**config.mk**
```make
export PLATFORM = sky130hd
export DESIGN_NAME = serial_subtractor_ctrl
export DESIGN_NICKNAME = d
export VERILOG_FILES = /design/src/rtl/serial_subtractor_ctrl.sv
export SDC_FILE = /design/constraint.sdc
export NUM_CORES = 1
export LEC_CHECK = 0
export CORE_UTILIZATION = 40
export CTS_CLUSTER_DIAMETER = 80
export DETAILED_ROUTE_END_ITERATION = 7
export GPL_ROUTABILITY_DRIVEN = 0
export SLEW_MARGIN = 10
export SYNTH_ARGS = -nofsm -noshare
export SYNTH_HDL_FRONTEND = slang
export SYNTH_SLANG_ARGS = --single-unit
export TNS_END_PERCENT = 1
```
**constraint.sdc**
```tcl
create_clock -name clk -period 2 [get_ports clk]
set_input_delay 0.3 -clock clk [delete_from_list [all_inputs] [get_ports clk]]
set_output_delay 0.3 -clock clk [all_outputs]
set_load 0.05 [all_outputs]
```
**src/rtl/serial_subtractor_ctrl.sv**
```systemverilog
// Bit-serial subtractor with IDLE/RUN/DONE control.
// One bit per cycle, LSB first; registered result and borrow.
module serial_subtractor_ctrl #(
  parameter int WIDTH = 8
) (
  input  logic             clk,
  input  logic             rst_n,
  input  logic             start,
  input  logic             abort,
  input  logic [WIDTH-1:0] a,
  input  logic [WIDTH-1:0] b,
  output logic             busy,
  output logic             done,
  output logic [WIDTH-1:0] diff,
  output logic             borr_out
);

  localparam int CW = $clog2(WIDTH + 1);

  typedef enum logic [1:0] {
    IDLE = 2'd0,
    RUN  = 2'd1,
    DONE = 2'd2
  } state_t;

  state_t state;
  state_t state_nx;

  logic [WIDTH-1:0] sa;
  logic [WIDTH-1:0] sb;
  logic [WIDTH-1:0] sr;
  logic [CW-1:0]    cnt;
  logic             bin;

  logic load;
  logic step;
  logic last;

  logic x;
  logic y;
  logic d1;
  logic b1;
  logic d;
  logic b2;
  logic bout;

  // Two chained half subtractors: (x - y), then (d1 - bin).
  assign x    = sa[0];
  assign y    = sb[0];
  assign d1   = x ^ y;
  assign b1   = ~x & y;
  assign d    = d1 ^ bin;
  assign b2   = ~d1 & bin;
  assign bout = b1 | b2;

  assign last = (cnt == CW'(WIDTH - 1));

  // Next-state and datapath control.
  always_comb begin
    state_nx = state;
    load     = 1'b0;
    step     = 1'b0;
    unique case (state)
      IDLE: begin
        if (start) begin
          load     = 1'b1;
          state_nx = RUN;
        end
      end
      RUN: begin
        if (abort) begin
          state_nx = IDLE;
        end else begin
          step = 1'b1;
          if (last) state_nx = DONE;
        end
      end
      DONE: state_nx = IDLE;
      default: state_nx = IDLE;
    endcase
  end

  // State register with registered busy/done flags.
  always_ff @(posedge clk) begin
    if (!rst_n) begin
      state <= IDLE;
      busy  <= 1'b0;
      done  <= 1'b0;
    end else begin
      state <= state_nx;
      busy  <= (state_nx != IDLE);
      done  <= (state_nx == DONE);
    end
  end

  // Operand/result shifters, borrow, counter and output registers.
  always_ff @(posedge clk) begin
    if (!rst_n) begin
      sa       <= '0;
      sb       <= '0;
      sr       <= '0;
      cnt      <= '0;
      bin      <= 1'b0;
      diff     <= '0;
      borr_out <= 1'b0;
    end else if (load) begin
      sa  <= a;
      sb  <= b;
      sr  <= '0;
      cnt <= '0;
      bin <= 1'b0;
    end else if (step) begin
      sa  <= sa >> 1;
      sb  <= sb >> 1;
      sr  <= {d, sr[WIDTH-1:1]};
      bin <= bout;
      cnt <= cnt + CW'(1);
      if (last) begin
        diff     <= {d, sr[WIDTH-1:1]};
        borr_out <= bout;
      end
    end
  end

endmodule

```
==> results.cfg, run 1 <==
[run_status]
outcome = complete, no violations

[worst_setup_path]
cpMaxStageDelayCell = clkdlybuf4s50_1
worstPathCellList = clkdlybuf4s50_1
critPathCaptureType = output port
rrSetupSlack_ns = 0.47
critical_path_class = reg -> out
start_kind = flip-flop
path_max_fanout = 2
r2r-start = state[0]
cp_slowest_stage_delay_ns = 0.80
r2r_cells = 3
critPathTopFamily = buffers and inverters
cp_num_buf_inv = 1
crit_required_ns = 1.70
r2r_end = diff[7]
cp.arrival_ns = 1.42

[layout]
n_antenna_cell = 0
area_growth_pct = 28.0
drive_gt1_share_pct = 8.77
num-fill-cells = 334
layout.nets = 249
fin_cells = 276

[timing]
clock.fmax_mhz = 582
fin_tns_setup_ns = 0
setup_violations = 0
worst_slew_pin_slew_ns = 0.494
whs_ns = 0.452
min_period_over_period_pct = 85.9
fin_crit_ns = 1.72
slew_headroom_pct = 67.0
setup_slack_ns = 0.282
slew_viol_final = 0
rsz0062_at_grt = false
hold_violations = 0
clock-skew-final_ns = 0.00615

[logic_synthesis]
synth_flop_cell = dfxtp_1
synth_compound_area_share_pct = 18.1
synth_cells = 195
avgSynthCellArea_sq_um = 8.42
syn_area_sq_mm = 0.00164
yosysSeqAreaShare_pct = 50.0
synth_simple_gate_area_share_pct = 19.3
syn_nets = 217
synth_fa_ha_area_share_pct = 1.98
synth_mux_area_share_pct = 5.48
synth_top_area_cell = dfxtp_1
synthTopCellsByCount = nand2_1 (49), dfxtp_1 (41), a21oi_1 (37)
synth_xor_xnor_area_share_pct = 0.533
synthTopCellsByArea = dfxtp_1 (50%), a21oi_1 (11%), nand2_1 (11%), mux2i_1 (5.5%), o21ai_0 (4.0%)
yosysUniqueCellTypes = 28
synth_top_family_by_area = simple AND/OR/NAND/NOR gates
synth_top_area_share_pct = 50.0
async_flop_share_pct = 0
yosys_warnings = 0
yosysMostFrequentCell = nand2_1
synth_seq_cells = 41
synth_edf_count = 0

[cts]
numCtsBuffers = 5
clk_pin_slew_ns = 0.07
cts_buffer_depth = 2
clk_latency_ns = 0.29
cts_tree = yes
cts_root_buf = clkbuf_8
htreeDepth = 2
cts_resized = 0
hold_buffers = 0
clock-sinks = 41
post_cts_buffers = 0

[power]
cellPowerDensity_mw_per_mm2 = 765
pwr-share-clk_pct = 35.8
ir_drop_mv = 0.352
switching_share_pct = 23.0
p_leak_nw = 0.718
p_sw_uw = 369
p_int_mw = 1.24
comb_power_share_pct = 10.4
seq_power_share_pct = 53.7

[route]
drc = 0
ant_nets = 0
drt-pass1-iter-count = 4
wl_per_cell_um = 11.7
vias_per_cell = 5.08
via_count = 1401
initialDrtViolationCount = 46
drt_wl_total_um = 3230

[place]
dpl.cell_count = 268
pre_cts_slack_ns = 0.124
io_buffers = 30
hpwl_um = 2310

[floorplanning]
die_h_um = 66.1
die_area_sq_mm = 0.00437
io_pins = 31
core-area_sq_mm = 0.00380
initial_core_util_pct = 43.2
core.rowCount = 22
die_x_um = 66.1

[global_route]
grt_util_met1_pct = 18.7
use_met3_pct = 4.31
grt.total_usage_pct = 17.1
grt.overflow.total = 0
antenna_found_initial = 0
grt_pass1_vias = 1345
grt_max_degree = 22
grt_pass1_wl_um = 5670
busiest_layer = met2
use_met2_pct = 30.4

[min_path]
holdPathStages = 2
whs_endpoint = sa[5]
hold_path_class = reg -> reg
worstHoldStart = sa[5]

[run]
max_cap_violations = 0
## registers in the layout, indices dropped and copies added, names as in the netlist
signal,count
bin,1
borr_out,1
busy,1
cnt,4
diff,8
done,1
sa,8
sb,8
sr,7
state,2
## how the worst max path moves through the flow
stage               endpoint  startpoint  slack (ns)  cells after the start
finish              borr_out    borr_out        0.28                      1
CTS                 borr_out    borr_out        0.27                      1
detailed placement       bin       start        0.12                      4
global route         diff[3]     diff[3]        0.22                      1
floorplan              sa[0]    state[0]        0.58                      6
global placement     diff[7]       abort        0.17                      4
## metal layers
metal / vias to the layer above / routed length [um]
li1: 726 / -
met3: 6 / 114
met2: 28 / 1590
met1: 641 / 1470
met5: - / 0
met4: 0 / 55
## power by group through the flow
stage	clock network, mW	logic [mW]	registers, mW
floorplan	0	0.0967	0.884
global placement	0	0.166	0.881
detailed placement	0	0.170	0.883
CTS	0.593	0.170	0.864
global route	0.628	0.191	0.867
finish	0.576	0.167	0.864
## cell usage in the layout (no fill, tap or decap), types with 2 or more instances in the layout
cell type / n
a21oi_1: 37
a22oi_1: 2
buf_4: 8
clkbuf_8: 7
clkdlybuf4s50_1: 30
dfxtp_1: 41
inv_1: 3
mux2i_1: 9
nand2_1: 49
nand3_1: 5
nor2_1: 3
nor3_1: 2
nor3b_2: 2
o21ai_0: 13
or3_1: 2
or3b_1: 2
## layout make-up
| class | instances | area [sq um] | area share, % |
|---|---|---|---|
| Clock buffer | 7 | 96.3 | 4.58 |
| Clock inverter | 1 | 5.00 | 0.238 |
| Inverter | 4 | 15.0 | 0.714 |
| Multi-Input combinational cell | 137 | 746 | 35.5 |
| Sequential cell | 41 | 821 | 39.0 |
| Tap cell | 48 | 60.1 | 2.86 |
| Timing Repair Buffer | 38 | 360 | 17.1 |
## metrics by stage
| step | power (mW) | util (%) | cell area (sq um) |
|---|---|---|---|
| after floorplan | 0.980 | - | 1640 |
| after global placement | 1.05 | 52.7 | 2000 |
| after detailed placement | 1.05 | 52.7 | 2000 |
| after CTS | 1.63 | 55.4 | 2100 |
| after global routing | 1.69 | 55.4 | 2100 |
| final | 1.61 | 55.4 | 2100 |
## logic make-up (layout without fill, tap and decap cells)
| family | after synthesis | in the layout |
|---|---|---|
| simple gates | 69 | 69 |
| compound gates | 56 | 56 |
| flops | 41 | 41 |
| buf+inv | 17 | 50 |
| mux | 9 | 9 |
| fa+ha+maj | 2 | 2 |
| xor+xnor | 1 | 1 |
(Power assumes the default switching activity.)
==> inputs of run 2 (changes only) <==
==> constraint.sdc (replaced) <==
create_clock -name clk -period 2 [get_ports clk]
set_input_delay 0.2 -clock clk [delete_from_list [all_inputs] [get_ports clk]]
set_output_delay 0.2 -clock clk [all_outputs]
set_load 0.05 [all_outputs]
==> results.cfg, run 2 (synthesis gave the netlist of run 1 again) <==
[run_status]
outcome = complete, no violations

[timing]
rsz0062_at_grt = false
clock-skew-final_ns = 0.00153
hold_violations = 0
slew_viol_final = 0
min_period_over_period_pct = 81.7
slew_headroom_pct = 67.1
clock.fmax_mhz = 612
worst_slew_pin_slew_ns = 0.493
whs_ns = 0.450
setup_violations = 0
fin_tns_setup_ns = 0
fin_crit_ns = 1.63

[floorplanning]
die_area_sq_mm = 0.00437
die_x_um = 66.1
core.rowCount = 22
initial_core_util_pct = 43.2
core-area_sq_mm = 0.00380
die_h_um = 66.1
io_pins = 31

[global_route]
antenna_found_initial = 0
grt.total_usage_pct = 17.2
grt_max_degree = 26
grt_pass1_wl_um = 5640
grt_pass1_vias = 1320
grt.overflow.total = 0

[layout]
layout.nets = 248
n_antenna_cell = 0
drive_gt1_share_pct = 7.52
final_area_sq_mm = 0.00208
area_growth_pct = 26.7
fin_cells = 274
mostFrequentLayoutCell = nand2_1
layout_common_cells = nand2_1 (49), dfxtp_1 (41), a21oi_1 (37)
reg_top3 = diff: 8 flops, sa: 8 flops, sb: 8 flops

[place]
io_buffers = 30
hpwl_um = 2330
dpl.cell_count = 267
place_area_sq_mm = 0.00199

[power]
cellPowerDensity_mw_per_mm2 = 750
p_leak_nw = 0.703
ir_drop_mv = 0.434

[cts]
numCtsBuffers = 5
cts_resized = 0
htreeDepth = 2
hold_buffers = 0
cts_buffer_depth = 2
clk_pin_slew_ns = 0.07
post_cts_buffers = 0
clock-sinks = 41
cts_root_buf = clkbuf_8
clk_latency_ns = 0.28
cts_tree = yes

[run]
max_cap_violations = 0

[worst_setup_path]
path_max_fanout = 2
critical_path_class = reg -> out
cp_num_buf_inv = 1
worstPathCellList = clkdlybuf4s50_1
critPathTopFamily = buffers and inverters
critPathCaptureType = output port
crit_required_ns = 1.80
cp_slowest_stage_delay_ns = 0.80
start_kind = flip-flop
cp.arrival_ns = 1.43
cpMaxStageDelayCell = clkdlybuf4s50_1

[route]
wl_per_cell_um = 12.0
drc = 0
drt-pass1-iter-count = 4
drt_wl_total_um = 3280
via_count = 1434
initialDrtViolationCount = 79
ant_nets = 0
vias_per_cell = 5.23

[min_path]
hold_path_class = reg -> reg
run 2: path summary, 6_finish.rpt:
check	from	to	slack, ns	cells after the start
worst max-delay path	borr_out	borr_out	0.37	1
worst min-delay path	sa[6]	sa[6]	0.45	2
worst max register to register	state[0]	diff[3]	0.47	3
worst min register to register	sa[6]	sa[6]	0.45	2
run 2: cell type report:
cell class	count	area, sq um
fill	355	1720
sequential	41	821
multi-input combinational	137	746
timing repair buffer	37	353
clock buffer	7	86.3
tap	48	60.1
inverter	4	15.0
run 2: per-stage QoR:
step	util, %	worst slack [ns]	total power [mW]
6_report	54.8	0.367	1.56
5_1_grt	54.8	0.309	1.65
4_1_cts	54.8	0.340	1.59
2_1_floorplan	-	0.584	0.980
3_3_place_gp	52.5	0.264	1.05
3_5_place_dp	52.5	0.219	1.05
run 2: power breakdown:
group	internal [mW]	leakage, nW	switching [mW]
Clock	0.274	0.0443	0.257
Sequential	0.847	0.334	0.0165
Combinational	0.0795	0.324	0.0875
Total	1.20	0.703	0.361
run 2: routing by layer:
metal	vias up	GRT usage [%]	part of all wire, %	routed length (um)
met3	5	5.69	3.9	129
li1	722	-	-	-
met2	34	32.4	50	1630
met5	-	0	0	0
met4	0	6.38	1.5	49
met1	673	17.3	45	1470
==> inputs of run 3 (changes only) <==
clock period = 1.65 ns   (was 2 ns; I/O delays follow)
==> results.cfg, run 3 (synthesis gave the netlist of run 1 again) <==
[cts]
cts_tree = yes
clk_pin_slew_ns = 0.08
clock-sinks = 41
htreeDepth = 2
cts_root_buf = clkbuf_8
numCtsBuffers = 5
clk_latency_ns = 0.29
post_cts_buffers = 0
cts_buffer_depth = 2

[layout]
layout_common_cells = nand2_1 (49), dfxtp_1 (41), a21oi_1 (37)
mostFrequentLayoutCell = nand2_1
reg_top3 = diff: 8 flops, sa: 8 flops, sb: 8 flops
layout.nets = 253
area_growth_pct = 31.5
num-fill-cells = 355
n_antenna_cell = 0
drive_gt1_share_pct = 12.5

[run_status]
outcome = complete, no violations

[worst_setup_path]
critical_path_class = reg -> out
critPathCaptureType = output port
path_max_fanout = 2
cp_num_buf_inv = 1
critPathTopFamily = buffers and inverters
rrSetupSlack_ns = 0.15
start_kind = flip-flop
cp.arrival_ns = 1.42
r2r-start = state[0]
worstPathCellList = clkdlybuf4s50_1
r2r_cells = 3
crit_required_ns = 1.48
r2r_end = cnt[3]
cp_slowest_stage_delay_ns = 0.80
cpMaxStageDelayCell = clkdlybuf4s50_1

[timing]
rsz0062_at_grt = false
min_period_over_period_pct = 96.3
clock.fmax_mhz = 630
setup_slack_ns = 0.0617
slew_viol_final = 0
slew_headroom_pct = 66.2
hold_violations = 0
fin_crit_ns = 1.59
clock-skew-final_ns = 0.00544
worst_slew_pin_slew_ns = 0.505
setup_violations = 0
whs_ns = 0.433

[floorplanning]
core-area_sq_mm = 0.00380
die_area_sq_mm = 0.00437
initial_core_util_pct = 43.2
die_x_um = 66.1
die_h_um = 66.1
core.rowCount = 22
io_pins = 31

[power]
p_leak_nw = 0.781
ir_drop_mv = 0.516
power_mw = 2.09
cellPowerDensity_mw_per_mm2 = 969

[min_path]
whs_endpoint = sa[7]
holdPathStages = 3
worstHoldStart = a[7]
hold_path_class = in -> reg

[route]
initialDrtViolationCount = 62
drt_wl_total_um = 3370
wl_per_cell_um = 12.0
via_count = 1421
ant_nets = 0
vias_per_cell = 5.08
drc = 0
drt-pass1-iter-count = 4

[place]
pre_cts_slack_ns = -0.0353
hpwl_um = 2420
io_buffers = 30

[run]
max_cap_violations = 0

[global_route]
grt.total_usage_pct = 17.8
grt_pass1_wl_um = 5820
antenna_found_initial = 0
grt.overflow.total = 0
grt_max_degree = 21
grt_pass1_vias = 1374
-- run 3: layer usage --
layer / global-route usage, % / part of all wire [%] / vias to the layer above
met5: 0 / 0 / -
met1: 17.7 / 43 / 649
met2: 33.2 / 51 / 32
met4: 7.18 / 2.1 / 0
met3: 6.38 / 4.4 / 9
li1: - / - / 731
-- run 3: area by class of cell --
class | instances | area (sq um) | share of cell area, %
Tap cell | 48 | 60.1 | 2.78
Sequential cell | 41 | 821 | 38.0
Multi-Input combinational cell | 137 | 746 | 34.5
Clock buffer | 7 | 86.3 | 4.00
Timing Repair Buffer | 42 | 403 | 18.6
Inverter | 4 | 15.0 | 0.695
Clock inverter | 1 | 30.0 | 1.39
-- run 3: worst max path at each step --
stage / startpoint / endpoint / slack (ns) / cells after the start
floorplan: state[0] / sa[0] / 0.23 / 6
global placement: abort / cnt[3] / 0.03 / 4
detailed placement: abort / cnt[3] / -0.04 / 4
CTS: diff[3] / diff[3] / 0.04 / 1
global route: diff[2] / diff[2] / 0.007 / 1
finish: diff[2] / diff[2] / 0.06 / 1
-- run 3: power breakdown --
part	leakage, nW	internal (mW)	switching (mW)
Clock	0.0585	0.493	0.337
Sequential	0.334	1.03	0.0209
Combinational	0.388	0.108	0.109
-- run 3: repair_timing --
action | in CTS | in global routing
hold endpoints to repair | 0 | 0
resized for setup | 0 | 1
setup endpoints to repair | 0 | 1
hold buffers | 0 | 0
-- run 3: metrics by stage --
step,instances,TNS (ns),instance area (sq um),util (%)
floorplan,195,0,1640,-
global placement,272,0,2040,53.8
detailed placement,272,-0.0381,2040,53.8
CTS,280,0,2160,56.8
global route,280,0,2160,56.9
finish,280,0,2160,56.9
-- run 3: worst register-to-register path: stages (launching register included) --
cell	delay, ns
dfxtp_1	0.41
or3b_1	0.50
or3_1	0.41
a21oi_2	0.13
